===== config.mk =====
export PLATFORM = sky130hd
export DESIGN_NAME = display_arbiter
export DESIGN_NICKNAME = d
export VERILOG_FILES = /design/src/rtl/display_arbiter.sv
export SDC_FILE = /design/constraint.sdc
export NUM_CORES = 1
export LEC_CHECK = 0
export BUFFER_PORTS_ARGS = -buffer_cell sky130_fd_sc_hd__buf_2
export CORE_ASPECT_RATIO = 2
export CORE_UTILIZATION = 30
export DETAILED_ROUTE_END_ITERATION = 12
export PLACE_DENSITY_LB_ADDON = 0.08
export SLEW_MARGIN = 25
export SYNTH_ARGS = -nofsm -noshare
export SYNTH_HDL_FRONTEND = slang
export SYNTH_SLANG_ARGS = --single-unit

===== constraint.sdc =====
create_clock -name clk -period 2.2 [get_ports clk]
set_input_delay 0.22 -clock clk [delete_from_list [all_inputs] [get_ports clk]]
set_output_delay 0.22 -clock clk [all_outputs]
set_load 0.01 [all_outputs]

===== src/rtl/display_arbiter.sv =====
// Shares the seven-segment display between keypad echo, timed status messages and the alarm.
// Alarm has top priority, then message requests; all display outputs are registered.
module display_arbiter #(
    parameter int          MSG_HOLD    = 2000,
    parameter int          ALARM_BLINK = 250,
    parameter logic [1:0]  ALARM_MODE  = 2'b10,
    parameter int          CNT_W       = 12
) (
    input  logic        clk,
    input  logic        reset,
    input  logic [15:0] entry_digits,
    input  logic [3:0]  entry_valid,
    input  logic        msg_req,
    input  logic [15:0] msg_digits,
    input  logic [1:0]  msg_mode,
    input  logic [3:0]  msg_valid,
    output logic        msg_ack,
    input  logic        alarm_req,
    input  logic [15:0] alarm_digits,
    input  logic [3:0]  alarm_valid,
    output logic [15:0] Digits,
    output logic [1:0]  DispMode,
    output logic [3:0]  Valid,
    output logic [1:0]  owner,
    output logic        buzz
);

    localparam logic [1:0]       ST_IDLE    = 2'd0;
    localparam logic [1:0]       ST_MSG     = 2'd1;
    localparam logic [1:0]       ST_ALARM   = 2'd2;
    localparam logic [CNT_W-1:0] CNT_ZERO   = {CNT_W{1'b0}};
    localparam logic [CNT_W-1:0] CNT_ONE    = CNT_W'(1);
    localparam logic [CNT_W-1:0] HOLD_LAST  = CNT_W'(MSG_HOLD - 1);
    localparam logic [CNT_W-1:0] BLINK_LAST = CNT_W'(ALARM_BLINK - 1);

    logic [1:0]       state_q,  state_d;
    logic [CNT_W-1:0] cnt_q,    cnt_d;
    logic             phase_q,  phase_d;
    logic [15:0]      mdig_q,   mdig_d;
    logic [1:0]       mmode_q,  mmode_d;
    logic [3:0]       mvalid_q, mvalid_d;
    logic             ack_q,    ack_d;
    logic [15:0]      digits_q, digits_d;
    logic [1:0]       mode_q,   mode_d;
    logic [3:0]       valid_q,  valid_d;
    logic [1:0]       owner_q,  owner_d;
    logic             buzz_q,   buzz_d;

    // Next-state: alarm preempts, then message acceptance, then the current state's own sequencing.
    always_comb begin
        state_d  = state_q;
        cnt_d    = cnt_q;
        phase_d  = phase_q;
        mdig_d   = mdig_q;
        mmode_d  = mmode_q;
        mvalid_d = mvalid_q;
        ack_d    = 1'b0;
        if (alarm_req) begin
            state_d = ST_ALARM;
            if (state_q != ST_ALARM) begin
                cnt_d   = CNT_ZERO;
                phase_d = 1'b1;
            end else if (cnt_q == BLINK_LAST) begin
                cnt_d   = CNT_ZERO;
                phase_d = ~phase_q;
            end else begin
                cnt_d   = cnt_q + CNT_ONE;
            end
        end else if (msg_req && !ack_q) begin
            state_d  = ST_MSG;
            cnt_d    = CNT_ZERO;
            mdig_d   = msg_digits;
            mmode_d  = msg_mode;
            mvalid_d = msg_valid;
            ack_d    = 1'b1;
        end else begin
            case (state_q)
                ST_MSG: begin
                    if (cnt_q == HOLD_LAST) begin
                        state_d = ST_IDLE;
                        cnt_d   = CNT_ZERO;
                    end else begin
                        cnt_d   = cnt_q + CNT_ONE;
                    end
                end
                ST_ALARM: begin
                    state_d = ST_IDLE;
                    cnt_d   = CNT_ZERO;
                    phase_d = 1'b0;
                end
                default: begin
                    state_d = ST_IDLE;
                    cnt_d   = CNT_ZERO;
                end
            endcase
        end
    end

    // Output decode from the upcoming state so the display changes together with ownership.
    always_comb begin
        digits_d = entry_digits;
        mode_d   = 2'b00;
        valid_d  = entry_valid;
        owner_d  = 2'd0;
        buzz_d   = 1'b0;
        case (state_d)
            ST_MSG: begin
                digits_d = mdig_d;
                mode_d   = mmode_d;
                valid_d  = mvalid_d;
                owner_d  = 2'd1;
            end
            ST_ALARM: begin
                digits_d = alarm_digits;
                mode_d   = ALARM_MODE;
                valid_d  = phase_d ? alarm_valid : 4'b0000;
                owner_d  = 2'd2;
                buzz_d   = 1'b1;
            end
            default: begin
                digits_d = entry_digits;
                mode_d   = 2'b00;
                valid_d  = entry_valid;
                owner_d  = 2'd0;
                buzz_d   = 1'b0;
            end
        endcase
    end

    // State, message latch and registered outputs with synchronous active-low reset.
    always_ff @(posedge clk) begin
        if (!reset) begin
            state_q  <= ST_IDLE;
            cnt_q    <= CNT_ZERO;
            phase_q  <= 1'b0;
            mdig_q   <= 16'h0000;
            mmode_q  <= 2'b00;
            mvalid_q <= 4'b0000;
            ack_q    <= 1'b0;
            digits_q <= 16'h0000;
            mode_q   <= 2'b00;
            valid_q  <= 4'b0000;
            owner_q  <= 2'd0;
            buzz_q   <= 1'b0;
        end else begin
            state_q  <= state_d;
            cnt_q    <= cnt_d;
            phase_q  <= phase_d;
            mdig_q   <= mdig_d;
            mmode_q  <= mmode_d;
            mvalid_q <= mvalid_d;
            ack_q    <= ack_d;
            digits_q <= digits_d;
            mode_q   <= mode_d;
            valid_q  <= valid_d;
            owner_q  <= owner_d;
            buzz_q   <= buzz_d;
        end
    end

    assign msg_ack  = ack_q;
    assign Digits   = digits_q;
    assign DispMode = mode_q;
    assign Valid    = valid_q;
    assign owner    = owner_q;
    assign buzz     = buzz_q;

endmodule


==> results_dict.tcl <==
set metrics [dict create \
    status "finished, final reports clean" \
    max_freq_mhz 477 \
    root_buffer "clkbuf_16" \
    num_io_pins 92 \
    p_seq_frac 0.403 \
    wl_per_cell_um 15.0 \
    finalCritPeriodShare 0.954 \
    cp.arrival_ps 2310 \
    firstDrtPassIters 5 \
    synth_seq_cells 63 \
    overflow 0 \
    power_density_mw_per_mm2 844 \
    tightest_slew_ps 458 \
    die_x_um 68.0 \
    yosysSeqAreaShare 0.483 \
    io_buffers 91 \
    ir_worst_vdd_mv 0.430 \
    min_path_cells 2 \
    die_y_um 134 \
    maxSlewHeadroom 0.694 \
    post-place-ws_ps 97.9 \
    combPwrFrac 0.136 \
    r2r_start "cnt_q[4]" \
    crit_start "cnt_q[4]" \
    ant_nets 0 \
    crit_path_start_kind "flip-flop" \
    fin_setup_tns_ps 0 \
    drt_iter0_drc 60 \
    clock_sinks 63 \
    crit_type "flip-flop to flip-flop" \
    clock_latency_ps 320 \
    synth_edf_count 0 \
    internal_power_uw 2340 \
    tritoncts "built" \
    fin_nets 436 \
    setup_viol 0 \
    path_cells "or4b_1, nor3_2, o22ai_2, inv_2, ha_4, buf_4, a21oi_1, o21ai_0, o211a_1" \
    hold_buffers 0 \
    drive_gt1_frac 0.371 \
    synth_top_cell_by_area "dfxtp_1" \
    slew_viol_final 0 \
    path_max_fanout 6 \
    ys.flop_type "dfxtp_1" \
    syn_area_mm2 0.00261 \
    hold_class "primary input to flip-flop" \
    coreArea_mm2 0.00835 \
    antenna_cells 0 \
    p_switching_uw 703 \
    reg2regPathDepth 9 \
    num_rows 47 \
    clk_path_buf_depth 2 \
    p_sw_frac 0.231 \
    ys_warn_count 0 \
    max_stage_delay_ps 540 \
    clk_pin_slew_worst_paths_ps 50 \
    synth-async-reset-ratio 0 \
    place_hpwl_um 5140 \
    grt_max_degree 51 \
    fillerInstances 852 \
    antenna_found_initial 0 \
    cp_slowest_cell "or4b_1" \
    track_usage 0.164 \
    synth_area_leaders "dfxtp_1 (48%), mux2i_1 (7.3%), o211a_1 (6.5%), nor2b_1 (4.8%), a21oi_1 (4.4%)" \
    vias 2240 \
    synth_area_per_cell_um2 9.92 \
    die_area_mm2 0.00910 \
    cap_violations 0 \
    drc 0 \
    drt-total-wl_um 7010 \
    gp_congestion 0.707 \
    cts_made_buffers 9 \
    syn2layout_area_growth_pct 38.1 \
    synth_cell_types 41 \
    worst_slack_ps 102 \
    clkPwrFrac 0.461 \
    synth_top_cell_area_share 0.483 \
    r2r_end "Digits[5]" \
    holdCritStartpoint "entry_digits[15]" \
    rsz0062_at_grt "false" \
    grt_first_pass_wirelength_um 10700 \
    total_power_uw 3040 \
    syn-num-nets 334 \
    critPathCaptureType "flip-flop" \
    hold-path-endpoint "Digits[15]" \
    syn_inst 263 \
    htree_levels 3 \
    crit_required_ps 2420 \
    rrSetupSlack_ps 100 \
    min_period_ps 2100 \
    grt_pass1_vias 2264 \
    skew_ps 4.36 \
    initial_utilization 0.313 \
    power_leakage_uw 0.00167 \
    hold_viol_final 0 \
    vias_per_cell 4.80 \
]
## cell usage in the layout (no fill, tap or decap), types with 2 or more instances in the layout
cell type and n:
clkbuf_8 2, and2_1 8, mux2_2 3, a21oi_1 23
nor4b_1 2, ha_1 4, clkbuf_16 9, o211a_1 17
buf_4 14, o21ai_0 15, buf_2 91, nand4_1 8
nand3b_1 2, inv_1 3, xor2_1 6, dfxtp_1 63
nor2b_1 20, buf_12 4, mux2i_1 19, xnor2_1 4
o21ai_1 5, nand2_1 5, clkinv_2 3, nand3_1 4
inv_2 2, nor2_1 16
## timing repair
action,in CTS,in global routing
setup buffers,0,0
setup endpoints to repair,0,2
gates resized for setup,0,4
## metrics by stage
step | instance area (µm²) | hold slack, ps | cells | util
after CTS | 3590 | 105 | 467 | 0.429
final | 3600 | 117 | 467 | 0.432
after detailed placement | 3290 | 448 | 452 | 0.394
after global placement | 3290 | 445 | 452 | 0.394
after global routing | 3600 | 119 | 467 | 0.432
after floorplan | 2610 | 358 | 263 | -
## kinds of logic (layout without fill, tap and decap cells)
logic type	after synthesis	after routing	synth area share
AO/OA/AOI/OAI	65	65	0.163
XOR/XNOR	10	10	0.0336
adder cells (fa/ha/maj)	5	5	0.0240
buffers and inverters	23	129	0.0398
flip-flops	63	63	0.483
multiplexers	22	22	0.0858
AND/OR/NAND/NOR	75	75	0.171
## synthesized netlist by cell type, drive strengths merged (2+ instances only)
library cell / instances
clkbuf: 13
buf: 5
nor2b: 20
mux2i: 19
o211a: 17
dfxtp: 63
nand3b: 2
inv: 5
o21ai: 20
nor2: 17
nand2: 5
xor2: 6
nor3: 2
xnor2: 4
mux2: 3
nand4: 8
a21oi: 23
and2: 9
nand3: 4
nor4b: 2
ha: 5
## critical path: cells and delay by family, from the launching register on
| kind | cells | cell delay [ps] |
|---|---|---|
| and+or+nand+nor | 2 | 780 |
| AOI/OAI and AO/OA | 4 | 430 |
| DFF | 1 | 300 |
| buffers and inverters | 2 | 260 |
| adders and majority gates | 1 | 210 |
## state kept, by name, summed over array words and instances (netlist names)
register,count
cnt_q,12
Valid,4
state_q,2
mdig_q,16
owner,2
mmode_q,2
msg_ack,1
buzz,1
DispMode,2
phase_q,1
Digits,16
mvalid_q,4
## power by group through the flow
stage          sequential, µW  clock, µW  combinational [µW]
2_1_floorplan            1270          0                 197
3_3_place_gp             1250          0                 411
3_5_place_dp             1250          0                 413
4_1_cts                  1230       1440                 414
5_1_grt                  1230       1480                 454
6_report                 1230       1400                 412
## worst max path at each step
stage | end | cells past startpoint
2_1_floorplan | Valid[0] | 9
3_3_place_gp | Digits[5] | 9
3_5_place_dp | Digits[5] | 9
6_report | Digits[5] | 9
4_1_cts | Digits[5] | 9
5_1_grt | Digits[7] | 9
## layer usage
metal | global-route usage | part of all wire | up-vias
li1 | - | - | 1124
met3 | 0.0383 | 0.044 | 12
met4 | 0.0903 | 0.021 | 0
met1 | 0.149 | 0.35 | 1043
met5 | 0 | 0 | -
met2 | 0.310 | 0.58 | 61
## final cells by class
class                      instances  area, µm²  share of cell area
clock buffer                      11        253              0.0701
clock inverter                     4       45.0              0.0125
inverter                           5       18.8             0.00521
multi-input combinational        177       1260               0.351
sequential                        63       1260               0.350
tap                               98        123              0.0340
timing repair buffer             109        641               0.178
No activity file was read; power rests on OpenSTA's default activity.
